File: src/rtl/psx_vram_pkg.sv
// Shared VRAM types and helpers for the GPU-side VRAM blocks.
// Addresses are {row[8:0], column[9:0]} into the 1024x512 16-bit VRAM.
package psx_vram_pkg;

  typedef logic [18:0] vram_addr_t;
  typedef logic [15:0] pixel_t;

  typedef enum logic [1:0] {
    IDLE,
    ISSUE,
    DRAIN,
    FIN
  } rb_state_t;

  function automatic vram_addr_t vram_addr(input logic [9:0] x, input logic [8:0] y);
    return {y, x};
  endfunction

endpackage

File: src/rtl/vram_rb_fifo.sv
// First-word-fall-through FIFO for the readback pixel stream (pixel + last flag).
// Head entry is visible on dout while count is non-zero; dout reads zero when empty.
module vram_rb_fifo #(
  parameter int unsigned WIDTH = 17,
  parameter int unsigned DEPTH = 8
) (
  input  logic                       clk,
  input  logic                       rst,
  input  logic                       push,
  input  logic [WIDTH-1:0]           din,
  input  logic                       pop,
  output logic [WIDTH-1:0]           dout,
  output logic [$clog2(DEPTH):0]     count
);

  localparam int unsigned AW = $clog2(DEPTH);
  localparam int unsigned CW = AW + 1;

  logic [WIDTH-1:0] mem [DEPTH];
  logic [AW-1:0]    wr_ptr;
  logic [AW-1:0]    rd_ptr;
  logic             do_push;
  logic             do_pop;

  // A push into a full FIFO is legal only when the head leaves on the same edge.
  always_comb begin
    do_pop  = pop && (count != '0);
    do_push = push && ((count < CW'(DEPTH)) || do_pop);
  end

  always_ff @(posedge clk or posedge rst) begin
    if (rst) begin
      wr_ptr <= '0;
      rd_ptr <= '0;
      count  <= '0;
    end else begin
      if (do_push) wr_ptr <= wr_ptr + AW'(1);
      if (do_pop)  rd_ptr <= rd_ptr + AW'(1);
      case ({do_push, do_pop})
        2'b10:   count <= count + CW'(1);
        2'b01:   count <= count - CW'(1);
        default: count <= count;
      endcase
    end
  end

  always_ff @(posedge clk) begin
    if (do_push) mem[wr_ptr] <= din;
  end

  assign dout = (count != '0) ? mem[rd_ptr] : '0;

endmodule

File: src/rtl/vram_readback.sv
// GPU-side VRAM rectangle reader: issues one read per pixel in raster order and
// streams the returned pixels out on a valid/ready interface with a last marker.
module vram_readback
  import psx_vram_pkg::*;
#(
  parameter int unsigned RD_LAT     = 2,
  parameter int unsigned FIFO_DEPTH = 8
) (
  input  logic        clk_33MHz,
  input  logic        rst,
  input  logic        start,
  input  logic [9:0]  x0,
  input  logic [9:0]  y0,
  input  logic [9:0]  w,
  input  logic [9:0]  h,
  output logic        busy,
  output logic        done,
  output logic        GPU_re,
  output logic [18:0] GPU_addr,
  input  logic [15:0] GPU_data_out,
  output logic [15:0] pix_data,
  output logic        pix_valid,
  input  logic        pix_ready,
  output logic        pix_last
);

  localparam int unsigned CW = $clog2(FIFO_DEPTH) + 1;

  rb_state_t state, state_nx;

  logic [9:0]        x0_q, w_q, h_q;
  logic [9:0]        cx, col, row;
  logic [8:0]        cy;
  logic              re_last;
  logic [RD_LAT-1:0] tag_pipe;
  logic [RD_LAT-1:0] last_pipe;
  logic [CW-1:0]     inflight;
  logic [CW-1:0]     fifo_count;
  logic [16:0]       fifo_head;
  logic              credit_ok;
  logic              final_rd;
  logic              issue;
  logic              push;
  logic              pop;
  logic              unused_y0_msb;

  assign unused_y0_msb = y0[9];

  // Every issued read reserves a FIFO slot, so a returning pixel always has room.
  always_comb begin
    credit_ok = (32'(fifo_count) + 32'(inflight)) < 32'(FIFO_DEPTH);
    final_rd  = (row == h_q - 10'd1) && (col == w_q - 10'd1);
    push      = tag_pipe[RD_LAT-1];
    pop       = pix_valid && pix_ready;
  end

  always_ff @(posedge clk_33MHz or posedge rst) begin
    if (rst) state <= IDLE;
    else     state <= state_nx;
  end

  always_comb begin
    state_nx = state;
    issue    = 1'b0;
    case (state)
      IDLE: begin
        if (start) state_nx = ((w == '0) || (h == '0)) ? FIN : ISSUE;
      end
      ISSUE: begin
        if (credit_ok) begin
          issue = 1'b1;
          if (final_rd) state_nx = DRAIN;
        end
      end
      DRAIN: begin
        if (pop && pix_last) state_nx = FIN;
      end
      FIN:     state_nx = IDLE;
      default: state_nx = IDLE;
    endcase
  end

  assign busy = (state == ISSUE) || (state == DRAIN);
  assign done = (state == FIN);

  always_ff @(posedge clk_33MHz or posedge rst) begin
    if (rst) begin
      x0_q      <= '0;
      w_q       <= '0;
      h_q       <= '0;
      cx        <= '0;
      cy        <= '0;
      col       <= '0;
      row       <= '0;
      GPU_re    <= 1'b0;
      GPU_addr  <= '0;
      re_last   <= 1'b0;
      tag_pipe  <= '0;
      last_pipe <= '0;
      inflight  <= '0;
    end else begin
      if ((state == IDLE) && start) begin
        x0_q <= x0;
        w_q  <= w;
        h_q  <= h;
        cx   <= x0;
        cy   <= y0[8:0];
        col  <= '0;
        row  <= '0;
      end else if (issue) begin
        if (col == w_q - 10'd1) begin
          col <= '0;
          cx  <= x0_q;
          row <= row + 10'd1;
          cy  <= cy + 9'd1;
        end else begin
          col <= col + 10'd1;
          cx  <= cx + 10'd1;
        end
      end

      GPU_re  <= issue;
      re_last <= issue && final_rd;
      if (issue) GPU_addr <= vram_addr(cx, cy);

      // Tags follow the registered strobe so they line up with the VRAM's own pipe.
      tag_pipe[0]  <= GPU_re;
      last_pipe[0] <= GPU_re && re_last;
      for (int unsigned i = 1; i < RD_LAT; i++) begin
        tag_pipe[i]  <= tag_pipe[i-1];
        last_pipe[i] <= last_pipe[i-1];
      end

      case ({issue, push})
        2'b10:   inflight <= inflight + CW'(1);
        2'b01:   inflight <= inflight - CW'(1);
        default: inflight <= inflight;
      endcase
    end
  end

  vram_rb_fifo #(
    .WIDTH (17),
    .DEPTH (FIFO_DEPTH)
  ) u_fifo (
    .clk   (clk_33MHz),
    .rst   (rst),
    .push  (push),
    .din   ({last_pipe[RD_LAT-1], GPU_data_out}),
    .pop   (pop),
    .dout  (fifo_head),
    .count (fifo_count)
  );

  assign pix_valid = (fifo_count != '0);
  assign pix_data  = fifo_head[15:0];
  assign pix_last  = fifo_head[16];

endmodule

File: config.mk
export PLATFORM = sky130hd
export DESIGN_NAME = vram_readback
export DESIGN_NICKNAME = d
export VERILOG_FILES = /design/src/rtl/psx_vram_pkg.sv /design/src/rtl/vram_rb_fifo.sv /design/src/rtl/vram_readback.sv
export SDC_FILE = /design/constraint.sdc
export NUM_CORES = 1
export LEC_CHECK = 0
export ABC_AREA = 1
export CAP_MARGIN = 0
export CORE_MARGIN = 3
export CORE_UTILIZATION = 54
export DETAILED_ROUTE_END_ITERATION = 12
export MAX_ROUTING_LAYER = met4
export PLACE_DENSITY = 0.74
export SLEW_MARGIN = 20
export SYNTH_ARGS = -nofsm -noshare
export SYNTH_HDL_FRONTEND = slang
export SYNTH_SLANG_ARGS = --single-unit
File: constraint.sdc
create_clock -name clk_33MHz -period 4.2 [get_ports clk_33MHz]
set_input_delay 0.42 -clock clk_33MHz [delete_from_list [all_inputs] [get_ports clk_33MHz]]
set_output_delay 0.42 -clock clk_33MHz [all_outputs]
set_load 0.1 [all_outputs]
; Yosys cells after proc, flatten, opt, wreduce, memory -nomap -nowiden
; Memories as Yosys holds them, arrays and structs flattened.
; Cells that the tools add are included.
[totals]
regBits = 110
latch_bits = 0
ram_bits = 136
mem_bits_ro = 0
input_bits = 60
output_inout_bits = 40
elab_cells = 92
memories = 1
[classes]
addsub = 13
mul = 0
n_div = 0
n_lt_le_gt_ge = 2
eq_ne = 13
shift = 0
mux = 25
bitwise_logic = 0
reduce_logical = 21
[mem_list]
columns = name, depth, width, read_ports, rd_ports_with_merged_regs, wr, line
row1 = u_fifo.mem, 8, 17, 1, 0, 1, vram_rb_fifo.sv:19  ; logic [WIDTH-1:0] mem [DEPTH];
[op_table]
columns = operator, n
row1 = two-way mux 10 bit, 9
row2 = "adder 10 x 1 -> 10 bit, second input constant", 3
row3 = two-way mux 9 bit, 3
row4 = == test 10 bit, 2
row5 = zero test 10 bit, 2
row6 = "subtractor 10 x 1 -> 10 bit, second input constant", 2
row7 = two-way mux 17 bit, 1
row8 = one-hot mux 4 bit (2 select lines), 2
row9 = two-way mux 2 bit, 5
row10 = "adder 9 x 1 -> 9 bit, second input constant", 1
row11 = "adder 4 x 1 -> 4 bit, second input constant", 2
row12 = "== test 2 bit, second input constant", 4
row13 = logical AND 1 bit, 8
row14 = "!= test 2 bit, second input constant", 4
row15 = one-hot mux 2 bit (4 select lines), 1
row16 = nonzero test 2 bit, 4
row17 = "subtractor 4 x 1 -> 4 bit, second input constant", 2
row18 = "adder 3 x 1 -> 3 bit, second input constant", 2
row19 = "== test 2 x 1 -> 1 bit, second input constant", 3
row20 = adder 4 x 4 -> 5 bit, 1
row21 = "less-than comparator 5 x 4 -> 1 bit, second input constant", 1
row22 = "less-than comparator 4 bit, second input constant", 1
row23 = two-way mux 1 bit, 4
row24 = AND reduction 4 bit, 1
row25 = other kinds (4), 6

; Depth between registers and ports, before layout
[depth]
word_depth = 7
ltp_mapped = 16
mapped_depth_nobuf = 16

; Hierarchy
; A second synthesis with hierarchy kept.
[unflattened]
cells_unflattened = 1192
area_unflattened_um2 = 11562.3
[modules_own_cells]
columns = mod, n_inst, cells_per_inst, area_each_um2, seq_area_each_um2
row1 = vram_rb_fifo, 1, 482, 5925.7, 4334.2
row2 = vram_readback, 1, 710, 5636.7, 2502.4

; Least setup slack after synthesis
; OpenSTA, ideal clock, no wires.
[synth_timing]
path_type = register -> output
startpoint = reg u_fifo.count[0]
endpoint = out pix_data[10]
arrival_ps = 3552
required_ps = 3780
setup_slack_ps = 228
stages_incl_launch_ff = 7
n_path_buf = 2
cell_sequence = dfrtp_1 inv_1 nand3_1 clkbuf_1 clkbuf_1 o21ai_0 a31oi_1
[synth_via]
elab_chain_cells = 2
[synth_rtl]
columns = element, line
row1 = start: declaration, vram_rb_fifo.sv:13  ; output logic [$clog2(DEPTH):0] count
row2 = start signal: assignment, vram_rb_fifo.sv:40  ; 2'b10: count <= count + CW'(1);
row3 = start signal: assignment, vram_rb_fifo.sv:41  ; 2'b01: count <= count - CW'(1);
row4 = start signal: assignment, vram_rb_fifo.sv:42  ; default: count <= count;
row5 = nonzero test 4 bit, n/a
row6 = net pix_valid, vram_readback.sv:22  ; output logic pix_valid,
row7 = two-way mux 17 bit, vram_rb_fifo.sv:51  ; assign dout = (count != '0) ? mem[rd_ptr] : '0;
row8 = end: declaration, vram_readback.sv:21  ; output logic [15:0] pix_data,
; The timed path passes the listed nets, and every way through them passes these cells.

; Final worst setup path
[layout_timing]
startpoint = reg u_fifo.rd_ptr[0]
endpoint = out pix_data[12]
[layout_via]
elab_chain_cells = 2
[layout_rtl]
columns = element, line
row1 = start: declaration, vram_rb_fifo.sv:21  ; logic [AW-1:0] rd_ptr;
row2 = start signal: assignment, vram_rb_fifo.sv:38  ; if (do_pop) rd_ptr <= rd_ptr + AW'(1);
row3 = memory read (8 x 17 bit), n/a
row4 = two-way mux 17 bit, vram_rb_fifo.sv:51
; No other way between the ends.

==> flow_summary.toml <==
[place]
gp_congestion = 0.9153
port_buffers = 98
placed_area_mm2 = 0.01293
dp_hpwl_um = 16990
dp_worst_setup_slack_ps = 1159

[power]
switching_share_pct = 48.13
p_seq_share_pct = 29.9
comb_power_share_pct = 52.1
leakage_nw = 5.654
ir_drop_mv = 0.6289
p_int_mw = 5.980
switchingPower_mw = 5.549
total_power_mw = 11.53
pwr-share-clk_pct = 18.1
power_density_mw_per_mm2 = 841.6

[sta]
finalCritPeriodShare_pct = 76.65
setup_viol = 0
rsz0062_at_grt = "no"
worst_pin_slew_ps = 1049
fin_skew_ps = 10.22
slew_viol_final = 0
max_slew_margin_pct = 29.84
fin_crit_ps = 3219
hold_violations = 0
finalWorstSetupSlack_ps = 980.8
tns_ps = 0
max_freq_ghz = 0.3106

[synth]
syn_area_per_cell_um2 = 9.756
synth_area_leaders = "edfxtp_1 (35%), dfrtp_1 (24%), nand2_1 (7.8%)"
ys_types = 42
yosysTopAreaCell = "edfxtp_1"
synth_top_area_share_pct = 35.27
syn_inst = 1187
synth-seq-cells = 246
ys_warn_count = 0
synth.most_common_cell = "nand2_1"
syn_area_mm2 = 0.01158
seq_area_frac_synth_pct = 59.04
synth_commonest_cells = "nand2_1 (242), nor2_1 (164), o21ai_0 (152), edfxtp_1 (136), dfrtp_1 (110)"
synthArstFlopShare_pct = 44.72
synth_edf_count = 136
synth_nets = 1271
synth_ff_type = "edfxtp_1"

[finish]
layout-drive-gt1-share_pct = 10.10
diodes = 0
nFillCells = 1570
fin_nets = 1374
final_core_util_pct = 66.42
final_area_mm2 = 0.01370
syn2layout_area_growth_pct = 18.29

[route]
via_per_inst = 5.476
post-route-drc-count = 0
wl_per_cell_um = 16.38
vias = 8635
routed_wl_um = 25840
drtIter0Drc = 635
antenna_left = 0
firstDrtPassIters = 5

[clocking]
cts_resized = 0
postCtsHoldBufs = 0
htreeDepth = 1
clock_path_buffers = 3
clock-root-buffer = "clkbuf_16"
worstSkewPairLatency_ps = 520
clk_pin_slew_ps = 60
cts_buffers = 25
post_cts_buffers = 0
tritoncts = "done"
clock-sinks = 246

[setup_path]
crit_family = "buffers and inverters"
end_kind = "primary output"
worstPathCellList = "inv_1, buf_4, o21ai_0, o22ai_1, o21ai_0, a31oi_1, buf_12"
crit_fanout = 27
crit_path_frequent_cell = "o21ai_0"
cpPeakStageDelay_ps = 600
crit_buf_inv = 3
arrival_ps = 2800
crit_path_start_kind = "flip-flop"
cp.required_ps = 3780
critPathSlowestCell = "inv_1"
crit_type = "flip-flop to primary output"

[job]
max_cap_viol_count = 0

[min_path]
hp-class = "flip-flop to flip-flop"

[global_route]
grt_pass1_wl_um = 42350
grt_use_total_pct = 22.75
first_global_vias = 8531
grt_overflow = 0
grt_max_degree = 70
antenna_found_initial = 0

[outcome]
status = "finished clean"

[floorplan]
die_h_um = 152.4
core-area_mm2 = 0.02062
fp-row-count = 52
start_util_pct = 56.15
die_area_mm2 = 0.02324
num_io_pins = 100
die_w_um = 152.4
layout by cell type (no fill, tap or decap), types with 6 or more instances in the layout:
cell	count
nand2_1	242
nor2_1	164
o21ai_0	152
edfxtp_1	136
dfrtp_1	109
inv_1	84
clkdlybuf4s50_1	81
nand3_1	41
xor2_1	36
buf_4	34
clkbuf_16	26
o22ai_1	22
ha_1	22
a31oi_1	17
nand2_2	14
o21ai_2	14
xnor2_1	14
nand4_1	11
clkinv_2	7
buf_12	7
o21bai_1	6
power by group through the flow:
stage               sequential, mW  combinational [mW]  clock, mW
finish                        3.45                6.00       2.08
floorplan                     3.94                3.99          0
global route                  3.52                6.50       2.21
detailed placement            3.48                5.99          0
CTS                           3.44                6.02       2.11
global placement              3.47                5.87          0
cell type report:
cell class | instances | area, µm² | share of cell area, %
timing repair buffer | 122 | 1206 | 8.805
tap | 270 | 337.8 | 2.466
clock inverter | 10 | 58.81 | 0.4293
clock buffer | 34 | 710.7 | 5.188
multi-input combinational | 808 | 4218 | 30.79
inverter | 87 | 329.1 | 2.402
sequential | 246 | 6838 | 49.92
worst reg2reg max path, delay by kind of cell (launching register included):
kind | cells | cell delay (ps)
DFF | 1 | 420
buffers and inverters | 1 | 260
AOI/OAI and AO/OA | 2 | 620
xor gates and xnor gates | 1 | 120
adders and majority gates | 3 | 920
and+or+nand+nor | 8 | 600
logic make-up (layout without fill, tap and decap cells):
logic type	count (synthesis)	in the layout	synth area share [%]
and+or+nand+nor	502	502	18.35
DFF	246	246	59.04
AOI/OAI and AO/OA	227	227	11.09
buffers and inverters	133	253	4.538
xor gates and xnor gates	51	51	3.922
adders and majority gates	24	24	2.723
muxes	4	4	0.3458
flip-flops by register name, summed over array words and instances, names as in the netlist:
signal / count
GPU_addr: 19
GPU_re: 1
col: 10
cx: 10
cy: 9
h_q: 10
inflight: 4
last_pipe: 2
re_last: 1
row: 10
state: 2
tag_pipe: 2
u_fifo.count: 4
u_fifo.mem: 136
u_fifo.rd_ptr: 3
u_fifo.wr_ptr: 3
w_q: 10
x0_q: 10
path summary, 6_finish.rpt:
check,slack [ps],endpoint,cells past startpoint,from
worst min-delay path,360,tag_pipe[1]$_DFF_PP0_,0,tag_pipe[0]$_DFF_PP0_
max in group asynchronous,2950,u_fifo.wr_ptr[2]$_DFFE_PP0P_,3,rst
min in group asynchronous,390,u_fifo.count[0]$_DFFE_PP0P_,2,rst
worst max-delay path,980,pix_data[12],7,u_fifo.rd_ptr[0]$_DFFE_PP0P_
worst min register to register,360,tag_pipe[1]$_DFF_PP0_,0,tag_pipe[0]$_DFF_PP0_
worst max register to register,1160,inflight[3]$_DFFE_PP0P_,15,inflight[1]$_DFFE_PP0P_
per-stage QoR:
stage               instances  hold WS [ps]
floorplan                1187         331.2
global placement         1533         332.5
detailed placement       1533         342.0
CTS                      1577         363.8
global route             1577         373.4
finish                   1577         359.8
per-layer routing:
layer	part of all wire (%)	global-route usage [%]
met3	6.3	4.232
met1	42	28.32
met4	2.9	8.613
met2	49	37.43
met5	0	-
No activity file was read; power rests on OpenSTA's default activity.
